[src/rtl/block_judge_scheduler.sv]
// Per-frame sweep controller for the block-judging datapath.
// Walks every block slot once per frame, times each read through the block
// memory and state processor, applies the resulting verdict and keeps the
// score/combo/health/game-over status. Judged blocks get a retire write.

module block_judge_scheduler #(
   parameter int NUM_BLOCKS   = 64,
   parameter int READ_LATENCY = 2,
   parameter int SLICE_POINTS = 10,
   parameter int MISS_DAMAGE  = 10,
   parameter int HIT_DAMAGE   = 25,
   parameter int START_HEALTH = 100
) (
   input  logic        clk_in,
   input  logic        rst_in,
   input  logic        frame_start_in,
   input  logic        restart_in,
   input  logic [1:0]  state_in,
   output logic        block_rd_out,
   output logic [7:0]  block_addr_out,
   input  logic        block_visible_in,
   input  logic        sliced_in,
   input  logic        hit_in,
   input  logic        missed_in,
   output logic        retire_we_out,
   output logic [7:0]  retire_index_out,
   output logic [15:0] score_out,
   output logic [7:0]  combo_out,
   output logic [7:0]  health_out,
   output logic        game_over_out,
   output logic        busy_out,
   output logic        sweep_done_out,
   output logic [7:0]  overrun_out
);

   localparam logic [1:0]  PLAYING   = 2'b01;
   localparam logic [7:0]  LAST_IDX  = 8'(NUM_BLOCKS - 1);
   localparam int          WAIT_W    = (READ_LATENCY > 1) ? $clog2(READ_LATENCY) : 1;
   localparam logic [WAIT_W-1:0] LAST_WAIT = WAIT_W'(READ_LATENCY - 1);
   localparam logic [WAIT_W-1:0] WAIT_ONE  = WAIT_W'(1);
   localparam logic [7:0]  HIT_DMG   = 8'(HIT_DAMAGE);
   localparam logic [7:0]  MISS_DMG  = 8'(MISS_DAMAGE);
   localparam logic [7:0]  START_HP  = 8'(START_HEALTH);
   localparam logic [16:0] SLICE_ADD = 17'(SLICE_POINTS);

   typedef enum logic [2:0] {
      S_IDLE,
      S_FETCH,
      S_WAIT,
      S_COLLECT,
      S_DONE
   } sweep_state_t;

   sweep_state_t      state_q, state_d;
   logic [7:0]        idx_q, idx_d;
   logic [WAIT_W-1:0] wait_q, wait_d;
   logic              visible_q, visible_d;
   logic              pending_q, pending_d;
   logic [7:0]        overrun_q, overrun_d;
   logic [15:0]       score_q, score_d;
   logic [7:0]        combo_q, combo_d;
   logic [7:0]        health_q, health_d;

   logic              playing;
   logic              restart_ok;
   logic              apply_verdict;
   logic              do_hit, do_slice, do_miss;
   logic              fatal_damage;
   logic [16:0]       score_sum;
   logic              sweep_active;

   assign playing      = (state_in == PLAYING);
   assign restart_ok   = (state_q == S_IDLE) && restart_in;
   assign sweep_active = (state_q == S_FETCH) || (state_q == S_WAIT) || (state_q == S_COLLECT);

   // Pick the single verdict applied this cycle: hit beats sliced beats missed,
   // and nothing counts for an invisible block or once the game has left PLAYING.
   always_comb begin
      apply_verdict = (state_q == S_COLLECT) && playing && visible_q;
      do_hit        = apply_verdict && hit_in;
      do_slice      = apply_verdict && !hit_in && sliced_in;
      do_miss       = apply_verdict && !hit_in && !sliced_in && missed_in;
   end

   // Next score/combo/health, including restart reload and saturating arithmetic.
   always_comb begin
      score_sum = {1'b0, score_q} + SLICE_ADD;
      score_d   = score_q;
      combo_d   = combo_q;
      health_d  = health_q;
      if (restart_ok) begin
         score_d  = 16'd0;
         combo_d  = 8'd0;
         health_d = START_HP;
      end else if (do_hit) begin
         health_d = (health_q > HIT_DMG) ? (health_q - HIT_DMG) : 8'd0;
         combo_d  = 8'd0;
      end else if (do_slice) begin
         score_d  = score_sum[16] ? 16'hFFFF : score_sum[15:0];
         combo_d  = (combo_q == 8'hFF) ? 8'hFF : (combo_q + 8'd1);
      end else if (do_miss) begin
         health_d = (health_q > MISS_DMG) ? (health_q - MISS_DMG) : 8'd0;
         combo_d  = 8'd0;
      end
      fatal_damage = (do_hit || do_miss) && (health_d == 8'd0);
   end

   // Sweep sequencing, frame-start queueing and abort handling.
   always_comb begin
      state_d   = state_q;
      idx_d     = idx_q;
      wait_d    = wait_q;
      visible_d = visible_q;
      pending_d = pending_q;
      overrun_d = overrun_q;

      case (state_q)
         S_IDLE: begin
            idx_d     = 8'd0;
            wait_d    = '0;
            pending_d = 1'b0;
            if (restart_in) begin
               overrun_d = 8'd0;
            end else if (frame_start_in && playing && !game_over_out) begin
               state_d = S_FETCH;
            end
         end
         S_FETCH: begin
            wait_d  = '0;
            state_d = S_WAIT;
         end
         S_WAIT: begin
            if (wait_q == LAST_WAIT) begin
               visible_d = block_visible_in;
               state_d   = S_COLLECT;
            end else begin
               wait_d = wait_q + WAIT_ONE;
            end
         end
         S_COLLECT: begin
            if (idx_q == LAST_IDX) begin
               idx_d   = 8'd0;
               state_d = S_DONE;
            end else begin
               idx_d   = idx_q + 8'd1;
               state_d = S_FETCH;
            end
         end
         S_DONE: begin
            idx_d     = 8'd0;
            pending_d = pending_q && frame_start_in;
            if (pending_q || frame_start_in) begin
               state_d = S_FETCH;
            end else begin
               state_d = S_IDLE;
            end
         end
         default: begin
            state_d = S_IDLE;
         end
      endcase

      if (sweep_active && frame_start_in) begin
         if (!pending_q) begin
            pending_d = 1'b1;
         end else if (overrun_q != 8'hFF) begin
            overrun_d = overrun_q + 8'd1;
         end
      end

      if ((state_q != S_IDLE) && (!playing || fatal_damage)) begin
         state_d   = S_IDLE;
         idx_d     = 8'd0;
         wait_d    = '0;
         pending_d = 1'b0;
      end
   end

   // State and status registers.
   always_ff @(posedge clk_in or posedge rst_in) begin
      if (rst_in) begin
         state_q   <= S_IDLE;
         idx_q     <= 8'd0;
         wait_q    <= '0;
         visible_q <= 1'b0;
         pending_q <= 1'b0;
         overrun_q <= 8'd0;
         score_q   <= 16'd0;
         combo_q   <= 8'd0;
         health_q  <= START_HP;
      end else begin
         state_q   <= state_d;
         idx_q     <= idx_d;
         wait_q    <= wait_d;
         visible_q <= visible_d;
         pending_q <= pending_d;
         overrun_q <= overrun_d;
         score_q   <= score_d;
         combo_q   <= combo_d;
         health_q  <= health_d;
      end
   end

   assign block_rd_out     = (state_q == S_FETCH);
   assign block_addr_out   = idx_q;
   assign retire_we_out    = do_hit || do_slice || do_miss;
   assign retire_index_out = idx_q;
   assign score_out        = score_q;
   assign combo_out        = combo_q;
   assign health_out       = health_q;
   assign game_over_out    = (health_q == 8'd0);
   assign busy_out         = (state_q != S_IDLE);
   assign sweep_done_out   = (state_q == S_DONE);
   assign overrun_out      = overrun_q;

endmodule

[config.mk]
export PLATFORM = sky130hd
export DESIGN_NAME = block_judge_scheduler
export DESIGN_NICKNAME = d
export VERILOG_FILES = /design/src/rtl/block_judge_scheduler.sv
export SDC_FILE = /design/constraint.sdc
export NUM_CORES = 1
export LEC_CHECK = 0
export ABC_AREA = 1
export BUFFER_PORTS_ARGS = -buffer_cell sky130_fd_sc_hd__buf_2
export CAP_MARGIN = 15
export CORE_MARGIN = 3
export CORE_UTILIZATION = 55
export DETAILED_ROUTE_END_ITERATION = 8
export GPL_TIMING_DRIVEN = 0
export PLACE_DENSITY = 0.87
export SKIP_CTS_REPAIR_TIMING = 1
export SKIP_LAST_GASP = 1
export SLEW_MARGIN = 20
export SYNTH_ARGS = -nofsm -noshare
export SYNTH_HDL_FRONTEND = slang
export SYNTH_SLANG_ARGS = --single-unit
[constraint.sdc]
create_clock -name clk_in -period 2.4 [get_ports clk_in]
set_input_delay 0.12 -clock clk_in [delete_from_list [all_inputs] [get_ports clk_in]]
set_output_delay 0.12 -clock clk_in [all_outputs]
set_load 0.05 [all_outputs]
# Word level (Yosys, flattened, before mapping)
# Index checks and enable logic that the tools add are counted.
[op_classes]
n_mux = 37
addsub = 7
n_reduce_logical = 38
magnitude_cmp = 2
eq_ne = 12
[ops]
columns = ["operator", "n"]
rows = [
  ["$mux W8", 18],
  ["$mux W16", 4],
  ["$add A8 B1 Y8 const B", 3],
  ["$add A16 B4 Y17 const B", 1],
  ["$logic_not A8 Y1", 2],
  ["$pmux W8 S2", 1],
  ["$mux W3", 5],
  ["$pmux W3 S5", 1],
  ["$logic_and A1 B1 Y1", 14],
  ["$reduce_bool A3 Y1", 3],
  ["$eq A8 B6 Y1 const B", 1],
  ["$eq A8 B8 Y1 const B", 1],
  ["$gt A8 B4 Y1 const B", 1],
  ["$gt A8 B5 Y1 const B", 1],
  ["$ne A8 B8 Y1 const B", 1],
  ["$sub A8 B4 Y8 const B", 1],
  ["$sub A8 B5 Y8 const B", 1],
  ["$logic_or A1 B1 Y1", 7],
  ["$eq A3 B2 Y1 const B", 2],
  ["$mux W1", 6],
  ["$ne A3 B2 Y1 const B", 2],
  ["$logic_not A1 Y1", 4],
  ["$pmux W1 S2", 2],
  ["$reduce_and A2 Y1", 2],
  ["11 further kinds", 12],
]
[word_totals]
out_inout_bits = 61
reg_bits = 54

# Depth between registers and ports, before layout
[depth]
depth_word = 16
mapped_depth = 18

# Least setup slack after synthesis
# Ideal clock, no wire load.
[synth_timing]
kind = "register -> register"
startpoint = "reg health_q[1] (netlist: health_out[1])"
endpoint = "reg state_q[0]"
required_ns = 2.285
n_path_buf = 0
arrival_ns = 2.916
setup_time_ns = 0.115
stages_incl_launch_ff = 8
synth_period_minus_slack_ns = 3.032
path_slack_ns = -0.632
cell_sequence = "dfrtp_1 > inv_1 > ha_1 > nand2_2 > nor4_1 > o41ai_1 > nand2_1 > nor2_1"
[synth_via]
elab_cells_between_ends = 22
[synth_lines]
columns = ["item", "line_no", "rtl"]
rows = [
  ["from (decl)", "62", "logic [7:0] health_q, health_d;"],
  ["from (signal assigned)", "200", "health_q <= health_d;"],
  ["$logic_not A8 Y1", "211", "assign game_over_out = (health_q == 8'd0);"],
  ["net game_over_out", "30", "output logic game_over_out,"],
  ["$logic_not A1 Y1", "124", "end else if (frame_start_in && playing && !game_over_out) begin"],
  ["$logic_and A1 B1 Y1", "124", ""],
  ["$ne A3 B1 Y1 (no source line)", "n/a", ""],
  ["$reduce_and A3 Y1 (no source line)", "n/a", ""],
  ["to (signal assigned)", "192", "state_q <= state_d;"],
  ["to (decl)", "54", "sweep_state_t state_q, state_d;"],
]
# The timed path passes the listed nets, and every way through them passes these cells.
# A chain may end at the register's enable or synchronous reset.

# Worst setup path after layout
[layout_timing]
startpoint = "reg health_q[2] (netlist: health_out[2])"
endpoint = "reg idx_q[0] (netlist: block_addr_out[0])"
[layout_via]
elab_chain_len = 11
elab_cells_between_ends = 16
[layout_rtl]
columns = ["item", "line_no", "rtl"]
rows = [
  ["$sub A8 B4 Y8 / $gt A8 B4 Y1 (equally long branches)", "102", "health_d = (health_q > MISS_DMG) ? (health_q - MISS_DMG) : 8'd0;"],
  ["$mux W8", "102", ""],
  ["$mux W8", "101", "end else if (do_miss) begin"],
  ["$mux W8", "98", "end else if (do_slice) begin"],
  ["$mux W8 *", "95", "end else if (do_hit) begin"],
  ["$mux W8 *", "91", "if (restart_ok) begin"],
  ["$logic_not A8 Y1 *", "105", "fatal_damage = (do_hit || do_miss) && (health_d == 8'd0);"],
  ["$logic_and A1 B1 Y1 *", "105", ""],
  ["$logic_or A1 B1 Y1 *", "171", "if ((state_q != S_IDLE) && (!playing || fatal_damage)) begin"],
  ["$logic_and A1 B1 Y1 *", "171", ""],
  ["$reduce_bool A3 Y1 (no source line) / $mux W8 (equally long branches)", "n/a", ""],
  ["to (signal assigned)", "193", "idx_q <= idx_d;"],
  ["to (decl)", "55", "logic [7:0] idx_q, idx_d;"],
]
# Every way passes the cells marked *; elsewhere a longest branch is shown, timed or not.

==> summary.md <==
| Metric | Value |
|---|---|
| Area fraction in compound gates after synthesis | 0.120 |
| Buffers on Ports | 70 |
| Clock buffer depth | 2 |
| Seq/Total Area, Yosys | 0.379 |
| Final period util | 0.982 |
| Critical path arrival | approximately 2.6 ns |
| Commonest non-fill, non-tap cells in the layout | nand2_1 (101), buf_2 (72), inv_1 (59) |
| Place WS | -0.0534 ns |
| Root Buffer | clkbuf_8 |
| Period minus WS final | around 2.4 ns |
| Critical Path Sink Type | flip-flop |
| Clock Skew | roughly 0.0048 ns |
| Clock Latency Late Sink | about 0.31 ns |
| Post-synthesis cell count | between 400 and 500 |
| Vias in the first global route | roughly 3300 |
| Post-synth top area cell | dfrtp_1 |
| Hold Crit Depth | 3 |
| Synth cell types | 43 |
| Antenna Cells | 0 |
| Final Non-Filler Cells | 644 |
| Fin. Hold Viols | 0 |
| Total CTS buffers | 5 |
| Critical Path Start Type | flip-flop |
| RSZ-0062 raised after global routing | yes |
| Final WL | ~9000 um |
| Slowest stage delay, CP | 0.60 ns |
| Sw frac | 0.383 |
| Total power | between 2 and 2.5 mW |
| Clock power frac | 0.249 |
| Chip width | about 87 um |
| Top cell type's share of synthesized area | 0.357 |
| Initial antenna violation count | 0 |
| Simple-Gate Fraction of Synth Area | 0.317 |
| Post-Synth Adder-Cell Area | 0.0315 |
| Sequential share of power | 0.452 |
| Placed cells | about 630 |
| Ys async rst share | 1.00 |
| Post-synth EDFFs | 0 |
| Layout area overhead | 20.1% |
| Slowest cell on the critical path | dfstp_2 |
| Endpoints failing setup | 0 |
| Drt first pass iters | 5 |
| Dpl cell area | around 4000 um2 |
| Clock sinks | between 50 and 60 |
| Commonest non-fill, non-tap cell in the layout | nand2_1 |
| Synthesized cell area | approximately 3600 um2 |
| Status | complete, no violations |
| Die Y-Extent | just under 90 um |
| # IOs | 71 |
| Syn Nets | 499 |
| GRT Total Usage | 0.240 |
| Die area | roughly 7500 um2 |
| Net switching power | ~830 uW |
| Post-synthesis xor/xnor area fraction | 0.0465 |
| Vias | ~3600 |
| Share of cells above drive strength 1 | 0.278 |
| Fin. max-slew vios | 0 |
| Routed length per instance | about 14 um |
| Worst ir drop on vdd | 0.469 mV |
| Synth Register Bits | 54 |
| Max transition margin | 0.557 |
| Reg2Reg Depth | 16 |
| Pin count of the biggest net entering global routing | between 50 and 60 |
| Via/cell ratio | about 5.6 |
| CP Class | reg2reg |
| Mux contribution to synthesized area | 0 |
| Tightest Hold Check Type | in2reg |
| Max Cap Viol | 0 |
| RePlAce Congestion | between 0.8 and 0.9 |
| Layout Utilization | 0.705 |
| DRT iter0 DRCs | ~220 |
| Required time worst endpoint | approximately 2.6 ns |
| Final ANT Viol Nets | 0 |
| Pint | about 1.3 mW |
| Largest family of logic cells by synthesized area | simple AND/OR/NAND/NOR gates |
| Final net count | about 590 |
| Syn_area_per_cell | between 7 and 8 um2 |
| P per Cell Area | between 500 and 600 nW/um2 |
| Slew @ Worst Pin | around 0.66 ns |
| Starting Density | 0.587 |
| DRC viols | 0 |
| Core Rows | 28 |
| Post-synth top flop | dfrtp_1 |
| Grt ovf | 0 |
| Core area | around 6000 um2 |
| First-pass GRT wire length | approximately 15000 um |
| CTS tree | built |
| Final WS setup | between 0.04 and 0.05 ns |
| Leakage | approximately 2.2 nW |
| Design area | 4300 um2 |
| Cells along the critical path | inv_4 > ha_4 > inv_4 > a21oi_2 > nor2_2 > buf_4 > nor2_1 > nand3_1 > nand3_2 > nor2_2 > nand3_2 > nand2_4 > nand2_4 > buf_6 > nand3_1 > nand2_1 |
| Combinational power share | 0.299 |
| Dpl hpwl | ~6500 um |
| H-tree Lvls | 2 |
| CTS clk-pin slew, worst paths | 0.10 ns |
| Main area contributors after synthesis | dfrtp_1 (36%), nand2_1 (11%), inv_1 (6.7%) |
| Warnings, synthesis | 0 |
| Max Clk Rate | between 400 and 500 MHz |
| Max FO, Critical Path | 6 |
-- layout make-up --
type	instances	area, um2
buffer	15	96.3
clock buffer	6	82.6
clock inverter	2	12.5
fill	502	1800
inverter	76	299
multi-input combinational	335	1920
sequential	54	1360
tap	75	93.8
timing repair buffer	80	432
timing repair inverter	1	7.51
-- path summary, 6_finish.rpt --
kind / start / to / slack (ns)
max: health_out[2]$_DFF_PP1_ / block_addr_out[0]$_DFFE_PP0P_ / 0.04
min: block_visible_in / visible_q$_DFFE_PP0P_ / 0.07
max reg2reg: health_out[2]$_DFF_PP1_ / block_addr_out[0]$_DFFE_PP0P_ / 0.04
min reg2reg: score_out[0]$_DFFE_PP0P_ / score_out[0]$_DFFE_PP0P_ / 0.49
max in group asynchronous: rst_in / health_out[1]$_DFF_PP0_ / 1.45
min in group asynchronous: rst_in / combo_out[1]$_DFFE_PP0P_ / 0.47
-- sequential cells by signal, summed over array words and instances (netlist names) --
signal and cells:
visible_q 1, score_out 16, wait_q 1, state_q 3
combo_out 8, overrun_out 8, block_addr_out 8, health_out 8
pending_q 1
-- stage by stage --
step	hold WS, ns	setup TNS [ns]
after floorplan	0.279	0
after global placement	0.369	0
after detailed placement	0.269	-0.315
after CTS	-0.0690	-0.430
after global routing	0.0986	-0.692
final	0.0704	0
-- power groups by stage --
stage	Sequential, mW	Combinational [mW]	Clock [mW]
final	0.984	0.650	0.543
after global routing	0.991	0.705	0.591
after CTS	0.983	0.604	0.550
after detailed placement	1.00	0.601	0
after global placement	0.997	0.589	0
after floorplan	1.06	0.397	0
-- cell usage after synthesis, types with 2 or more instances --
cell	count
a21oi_2	2
nand2_4	2
nand3_2	4
nor2_4	2
clkbuf_1	4
xnor2_1	3
xor2_1	16
nor4_1	3
nand2_1	102
o21ai_0	30
inv_1	64
nand4_1	5
nand3_1	47
a31oi_1	2
o221ai_1	10
buf_4	8
ha_1	9
dfstp_2	3
buf_2	2
inv_2	12
nand2_2	8
nor2_2	4
a21oi_1	12
nor2_1	41
dfrtp_1	51
nor3_1	13
o211ai_1	2
o22ai_1	2
a32o_1	2
nor3b_1	2
-- layer usage --
metal  global-route usage  vias to the layer above  share of wire
li1                     -                     1732              -
met1                0.314                     1702           0.42
met2                0.417                      128           0.50
met3               0.0399                       15          0.066
met4               0.0552                        0          0.013
met5                    0                        -              0
-- worst max-delay path: cells and delay by family (launching register included) --
family | cells | cell delay (ns)
compound gates | 1 | 0.05
fa+ha+maj | 1 | 0.17
simple gates | 10 | 1.02
buf+inv | 4 | 0.40
flops | 1 | 0.60
-- logic make-up (layout without fill, tap and decap cells) --
group | after synthesis | in the layout
flip-flops | 54 | 54
XOR/XNOR | 19 | 19
AO/OA/AOI/OAI | 69 | 69
buffers and inverters | 91 | 180
adder cells (fa/ha/maj) | 9 | 9
AND/OR/NAND/NOR | 238 | 238
No activity file was read; power rests on OpenSTA's default activity.
